<file path="config.mk">
export PLATFORM = sky130hd
export DESIGN_NAME = fir_coef_bank
export DESIGN_NICKNAME = d
export VERILOG_FILES = /design/src/rtl/fir_pkg.sv /design/src/rtl/fir_coef_bank.sv
export SDC_FILE = /design/constraint.sdc
export NUM_CORES = 2
export LEC_CHECK = 0
export ABC_AREA = 1
export BUFFER_PORTS_ARGS = -buffer_cell sky130_fd_sc_hd__buf_2
export CORE_UTILIZATION = 61
export DETAILED_ROUTE_END_ITERATION = 8
export GPL_ROUTABILITY_DRIVEN = 0
export PLACE_DENSITY = 0.84
export SLEW_MARGIN = 20
export SYNTH_ARGS = -nofsm -noshare
export SYNTH_HDL_FRONTEND = slang
export SYNTH_SLANG_ARGS = --single-unit
</file>
<file path="constraint.sdc">
create_clock -name clk -period 50.2 [get_ports clk]
set_input_delay 0 -clock clk [delete_from_list [all_inputs] [get_ports clk]]
set_output_delay 0 -clock clk [all_outputs]
set_load 0.02 [all_outputs]
</file>
<file path="src/rtl/fir_pkg.sv">
// Shared FIR definitions: IQ/coefficient widths, coefficient-bank state
// encoding and the saturating IQ negation used by several FIR stages.
package fir_pkg;

    localparam int IQ_W   = 16;
    localparam int COEF_W = 32;

    typedef enum logic [1:0] {
        IDLE = 2'd0,
        LOAD = 2'd1,
        FULL = 2'd2,
        SWAP = 2'd3
    } fir_state_e;

    // Two's-complement negate; the most negative value saturates to the most positive.
    function automatic logic [IQ_W-1:0] iq_sat_neg(input logic [IQ_W-1:0] x);
        logic [IQ_W-1:0] r;
        if (x == {1'b1, {(IQ_W-1){1'b0}}}) begin
            r = {1'b0, {(IQ_W-1){1'b1}}};
        end else begin
            r = (~x) + {{(IQ_W-1){1'b0}}, 1'b1};
        end
        return r;
    endfunction

endpackage

</file>
<file path="src/rtl/fir_coef_bank.sv">
// Double-buffered FIR coefficient store: AXI-Stream loads fill a shadow bank,
// committed atomically into the active bank. Optional macro FIR_COEF_CONJ_EN conjugates beats.
module fir_coef_bank
    import fir_pkg::*;
#(
    parameter int NUM_TAPS   = 16,
    parameter int DATA_WIDTH = 32
) (
    input  logic                           clk,
    input  logic                           rst,
    input  logic [DATA_WIDTH-1:0]          s_axis_tdata,
    input  logic                           s_axis_tvalid,
    output logic                           s_axis_tready,
    input  logic                           s_axis_tlast,
    input  logic                           commit,
    input  logic                           swap_ok,
    output logic [NUM_TAPS*DATA_WIDTH-1:0] coef_out,
    output logic                           swap_done,
    output logic                           load_err,
    output logic                           busy
);

    localparam int              IDX_W    = $clog2(NUM_TAPS);
    localparam logic [IDX_W-1:0] LAST_IDX = IDX_W'(NUM_TAPS - 1);

    fir_state_e state_r;
    fir_state_e state_next_s;
    logic [IDX_W-1:0] idx_r;
    logic [IDX_W-1:0] idx_next_s;

    logic [NUM_TAPS-1:0][DATA_WIDTH-1:0] shadow_r;
    logic [NUM_TAPS-1:0][DATA_WIDTH-1:0] active_r;

    logic                  tready_r;
    logic                  busy_r;
    logic                  swap_done_r;
    logic                  load_err_r;
    logic                  beat_s;
    logic                  wr_en_s;
    logic                  err_s;
    logic                  copy_s;
    logic                  tready_next_s;
    logic                  busy_next_s;
    logic [DATA_WIDTH-1:0] wdata_s;

    assign beat_s = s_axis_tvalid && tready_r;

`ifdef FIR_COEF_CONJ_EN
    // Conjugate on the way in so the active bank holds matched-filter taps.
    assign wdata_s = {iq_sat_neg(s_axis_tdata[2*IQ_W-1:IQ_W]), s_axis_tdata[IQ_W-1:0]};
`else
    assign wdata_s = s_axis_tdata;
`endif

    // Next-state, index and strobe decode for the load/commit sequence.
    always_comb begin
        state_next_s = state_r;
        idx_next_s   = idx_r;
        wr_en_s      = 1'b0;
        err_s        = 1'b0;
        copy_s       = 1'b0;
        case (state_r)
            IDLE, LOAD: begin
                if (beat_s) begin
                    wr_en_s = 1'b1;
                    if (idx_r == LAST_IDX) begin
                        idx_next_s = '0;
                        if (s_axis_tlast) begin
                            state_next_s = FULL;
                        end else begin
                            err_s        = 1'b1;
                            state_next_s = IDLE;
                        end
                    end else if (s_axis_tlast) begin
                        err_s        = 1'b1;
                        idx_next_s   = '0;
                        state_next_s = IDLE;
                    end else begin
                        idx_next_s   = idx_r + IDX_W'(1);
                        state_next_s = LOAD;
                    end
                end else begin
                    state_next_s = state_r;
                end
            end
            FULL: begin
                if (commit) begin
                    state_next_s = SWAP;
                end else begin
                    state_next_s = FULL;
                end
            end
            SWAP: begin
                if (swap_ok) begin
                    copy_s       = 1'b1;
                    state_next_s = IDLE;
                end else begin
                    state_next_s = SWAP;
                end
            end
            default: begin
                state_next_s = IDLE;
                idx_next_s   = '0;
            end
        endcase
        tready_next_s = (state_next_s == IDLE) || (state_next_s == LOAD);
        busy_next_s   = (state_next_s == FULL) || (state_next_s == SWAP);
    end

    // State, index and registered status outputs.
    always_ff @(posedge clk or posedge rst) begin
        if (rst) begin
            state_r     <= IDLE;
            idx_r       <= '0;
            tready_r    <= 1'b0;
            busy_r      <= 1'b0;
            swap_done_r <= 1'b0;
            load_err_r  <= 1'b0;
        end else begin
            state_r     <= state_next_s;
            idx_r       <= idx_next_s;
            tready_r    <= tready_next_s;
            busy_r      <= busy_next_s;
            swap_done_r <= copy_s;
            load_err_r  <= err_s;
        end
    end

    // Shadow bank fills beat by beat; active bank changes only on a whole-bank copy.
    always_ff @(posedge clk or posedge rst) begin
        if (rst) begin
            shadow_r <= '0;
            active_r <= '0;
        end else begin
            if (wr_en_s) begin
                shadow_r[idx_r] <= wdata_s;
            end
            if (copy_s) begin
                active_r <= shadow_r;
            end
        end
    end

    assign s_axis_tready = tready_r;
    assign busy          = busy_r;
    assign swap_done     = swap_done_r;
    assign load_err      = load_err_r;
    assign coef_out      = active_r;

endmodule

</file>
==> flow_summary_export.csv <==
group,metric,value,unit
floorplanning,core,60800,µm²
worst_setup_path,crit_required,50770,ps
worst_setup_path,critPathArrivalTime,3890,ps
clock_tree,cts.sinks,1033,
finish,drive_gt1_share,16.9,%
sta,slew_headroom,27.5,%
worst_setup_path,cp.depth,6,
finish,finalCoreUtilization,72.6,%
routing,via_per_inst,5.66,
floorplanning,die_h,251,µm
sta,finalCriticalPeriod,3310,ps
clock_tree,clk_latency,650,ps
finish,area.growth.synth_to_final,16.6,%
sta,final.setup.tns,0,ps
synth,synth_area,37900,µm²
routing,num_vias,29700,
sta,hold_viol_final,0,
placement,numPortBuffers,553,
min_path,holdPathStages,3,
global_routing,overflow,0,
clock_tree,postCtsResizedCells,0,
worst_setup_path,ff2ff_path_depth,6,
clock_tree,clockBufferDepth,3,
synth,synth_area_per_cell,9.58,µm²
routing,dr_wl_met2,50100,µm
flow_run,max_cap_violations,0,
routing,drt_iter0_drc,3234,
sta,worst_slew_pin_slew,1090,ps
routing,dr.pass1.iters,6,
clock_tree,cts_htree_levels,3,
sta,timing.final.crit_share,6.60,%
global_routing,antenna_found_initial,0,
sta,setup_viol,0,
placement,dp_hpwl,61000,µm
synth,ys_types,20,
sta,rsz0062_at_grt,"false",
clock_tree,postCtsHoldBufs,7,
synth,yosysSeqAreaShare,68.3,%
finish,diodes,0,
global_routing,grt.total_usage,33.2,%
pwr,ir_drop,38.7,µV
routing,drc_errors,0,
synth,yosys_warnings,0,
finish,nets,4434,
clock_tree,cts_tree,"built",
routing,met3_wirelength,7670,µm
worst_setup_path,r2r-end,"coef_out[442]$_DFFE_PP0P_",
worst_setup_path,ff2ff_setup_slack,46890,ps
min_path,min_path_type,"in -> reg",
finish,nFillCells,4129,
worst_setup_path,path_cells,"nand3_4, inv_8, buf_12, buf_16, nand2_1, nand2_1",
worst_setup_path,cp.buffers_inverters,3,
routing,top_layer,"met4",
pwr,power_leakage,24.9,nW
synth,ys_seq_elements,1033,
floorplanning,die_area,63100,µm²
clock_tree,cts_made_buffers,100,
worst_setup_path,crit_fanout,180,
sta,slew_viol_final,0,
worst_setup_path,slowest_delay,880,ps
floorplanning,io_pins,554,
routing,wl,104000,µm
floorplanning,start_util,62.3,%
min_path,hp-start,"s_axis_tdata[15]",
floorplanning,rows,90,
floorplanning,die_x,251,µm
global_routing,grt_pass1_wl,161000,µm
routing,ant_nets,0,
clock_tree,cts.reportedPaths.clkPinSlew,60,ps
worst_setup_path,worstSetupStartpointType,"flip-flop",
clock_tree,post-cts-setup-buffers,0,
outcome,status,"finished clean",
worst_setup_path,crit_path_end_kind,"flip-flop",
pwr,p_per_area,63.8,nW/µm²
min_path,hold_end,"shadow_r[143]$_DFFE_PP0P_",
routing,wl_per_cell,19.8,µm
global_routing,grt_max_degree,242,
worst_setup_path,path_delay_family,"buffers and inverters",
sta,finClkSkew,21.9,ps
worst_setup_path,crit_path_frequent_cell,"nand2_1",
sta,fmax,302,MHz
clock_tree,root_buffer,"clkbuf_16",
synth,synth_cells,3953,
routing,routedLengthMet1,39700,µm
worst_setup_path,worstSetupPathType,"reg -> reg",
worst_setup_path,cp_slowest_cell,"inv_8",
synth,syn-num-nets,3996,
global_routing,grt_pass1_vias,28800,
## layout by cell type (no fill, tap or decap)
cell type	n
nand2_1	2065
dfrtp_1	1033
buf_2	553
o21ai_1	333
o21ai_0	184
clkbuf_16	103
inv_1	45
clkbuf_8	30
clkbuf_1	23
clkinv_2	17
nor2_1	15
nand2_4	12
buf_4	11
dlygate4sd3_1	7
ha_1	5
buf_12	5
nand3_1	4
nand3_2	3
bufinv_16	3
inv_6	3
buf_6	3
inv_8	2
inv_2	2
clkinv_8	2
clkinvlp_4	2
nand3_4	1
nor2_4	1
nor2_2	1
nand2_2	1
nand4_1	1
a21oi_1	1
clkinv_4	1
buf_16	1
## cells in the mapped netlist (all sizes together)
cell / instances / area, µm²
ha: 5 / 62.6
nand4: 1 / 6.26
o21ai: 517 / 2590
dfrtp: 1033 / 25800
nand3: 8 / 55.1
buf: 177 / 902
nor2: 17 / 73.8
nand2: 2078 / 7890
inv: 49 / 184
a21oi: 1 / 5.00
clkbuf: 67 / 253
## sequential cells by signal, summed over array words and instances (netlist names), named ones only
register,flops
coef_out,512
s_axis_tready,1
shadow_r,512
swap_done,1
load_err,1
idx_r,4
## cell families (layout without fill, tap and decap cells)
| kind of cell | count (synthesis) | after routing | share of synthesized area [%] |
|---|---|---|---|
| adder cells (fa/ha/maj) | 5 | 5 | 0.165 |
| buffers and inverters | 293 | 813 | 3.54 |
| AND/OR/NAND/NOR | 2104 | 2104 | 21.2 |
| AO/OA/AOI/OAI | 518 | 518 | 6.85 |
| flip-flops | 1033 | 1033 | 68.3 |
## power by group
part | total [mW] | switching (mW) | internal, mW
sequential | 1.33 | 0.211 | 1.12
clock | 0.753 | 0.317 | 0.437
combinational | 0.731 | 0.495 | 0.237
total | 2.82 | 1.02 | 1.80
## worst max-delay path by stage
stage / from / endpoint
6_report: flip-flop / coef_out[442]$_DFFE_PP0P_
3_5_place_dp: rst / coef_out[44]$_DFFE_PP0P_
3_3_place_gp: rst / coef_out[44]$_DFFE_PP0P_
2_1_floorplan: rst / asynchronous set/reset pin
5_1_grt: flip-flop / coef_out[442]$_DFFE_PP0P_
4_1_cts: rst / coef_out[42]$_DFFE_PP0P_
## per-stage QoR
step / hold WS, ps / setup slack [ps] / std cells / power [mW] / instance area, µm²
floorplan: 194 / 21130 / 3953 / 1.76 / 37900
global placement: 169 / 46750 / 5063 / 2.02 / 40700
detailed placement: 174 / 46740 / 5063 / 2.05 / 40700
CTS: 6.80 / 46870 / 5254 / 2.82 / 44100
global route: 32.7 / 46680 / 5255 / 2.95 / 44100
finish: 20.2 / 46890 / 5255 / 2.82 / 44100
## area by class of cell
class,instances,area [µm²],area share (%)
Clock buffer,156,3080,6.97
Clock inverter,28,258,0.584
Inverter,49,199,0.451
Multi-Input combinational cell,2627,10700,24.2
Sequential cell,1033,25800,58.6
Tap cell,782,978,2.22
Timing Repair Buffer,580,3080,6.98
## tightest hold or removal path, cell delays in order
cell     delay (ps)
buf_2            90
inv_1           300
o21ai_1         230
## metal layers
layer	GRT usage [%]	vias to the layer above
met5	0	-
met4	20.6	0
met3	5.26	346
met2	52.3	1496
met1	44.0	14700
li1	-	13200
No activity file was read; power rests on OpenSTA's default activity.
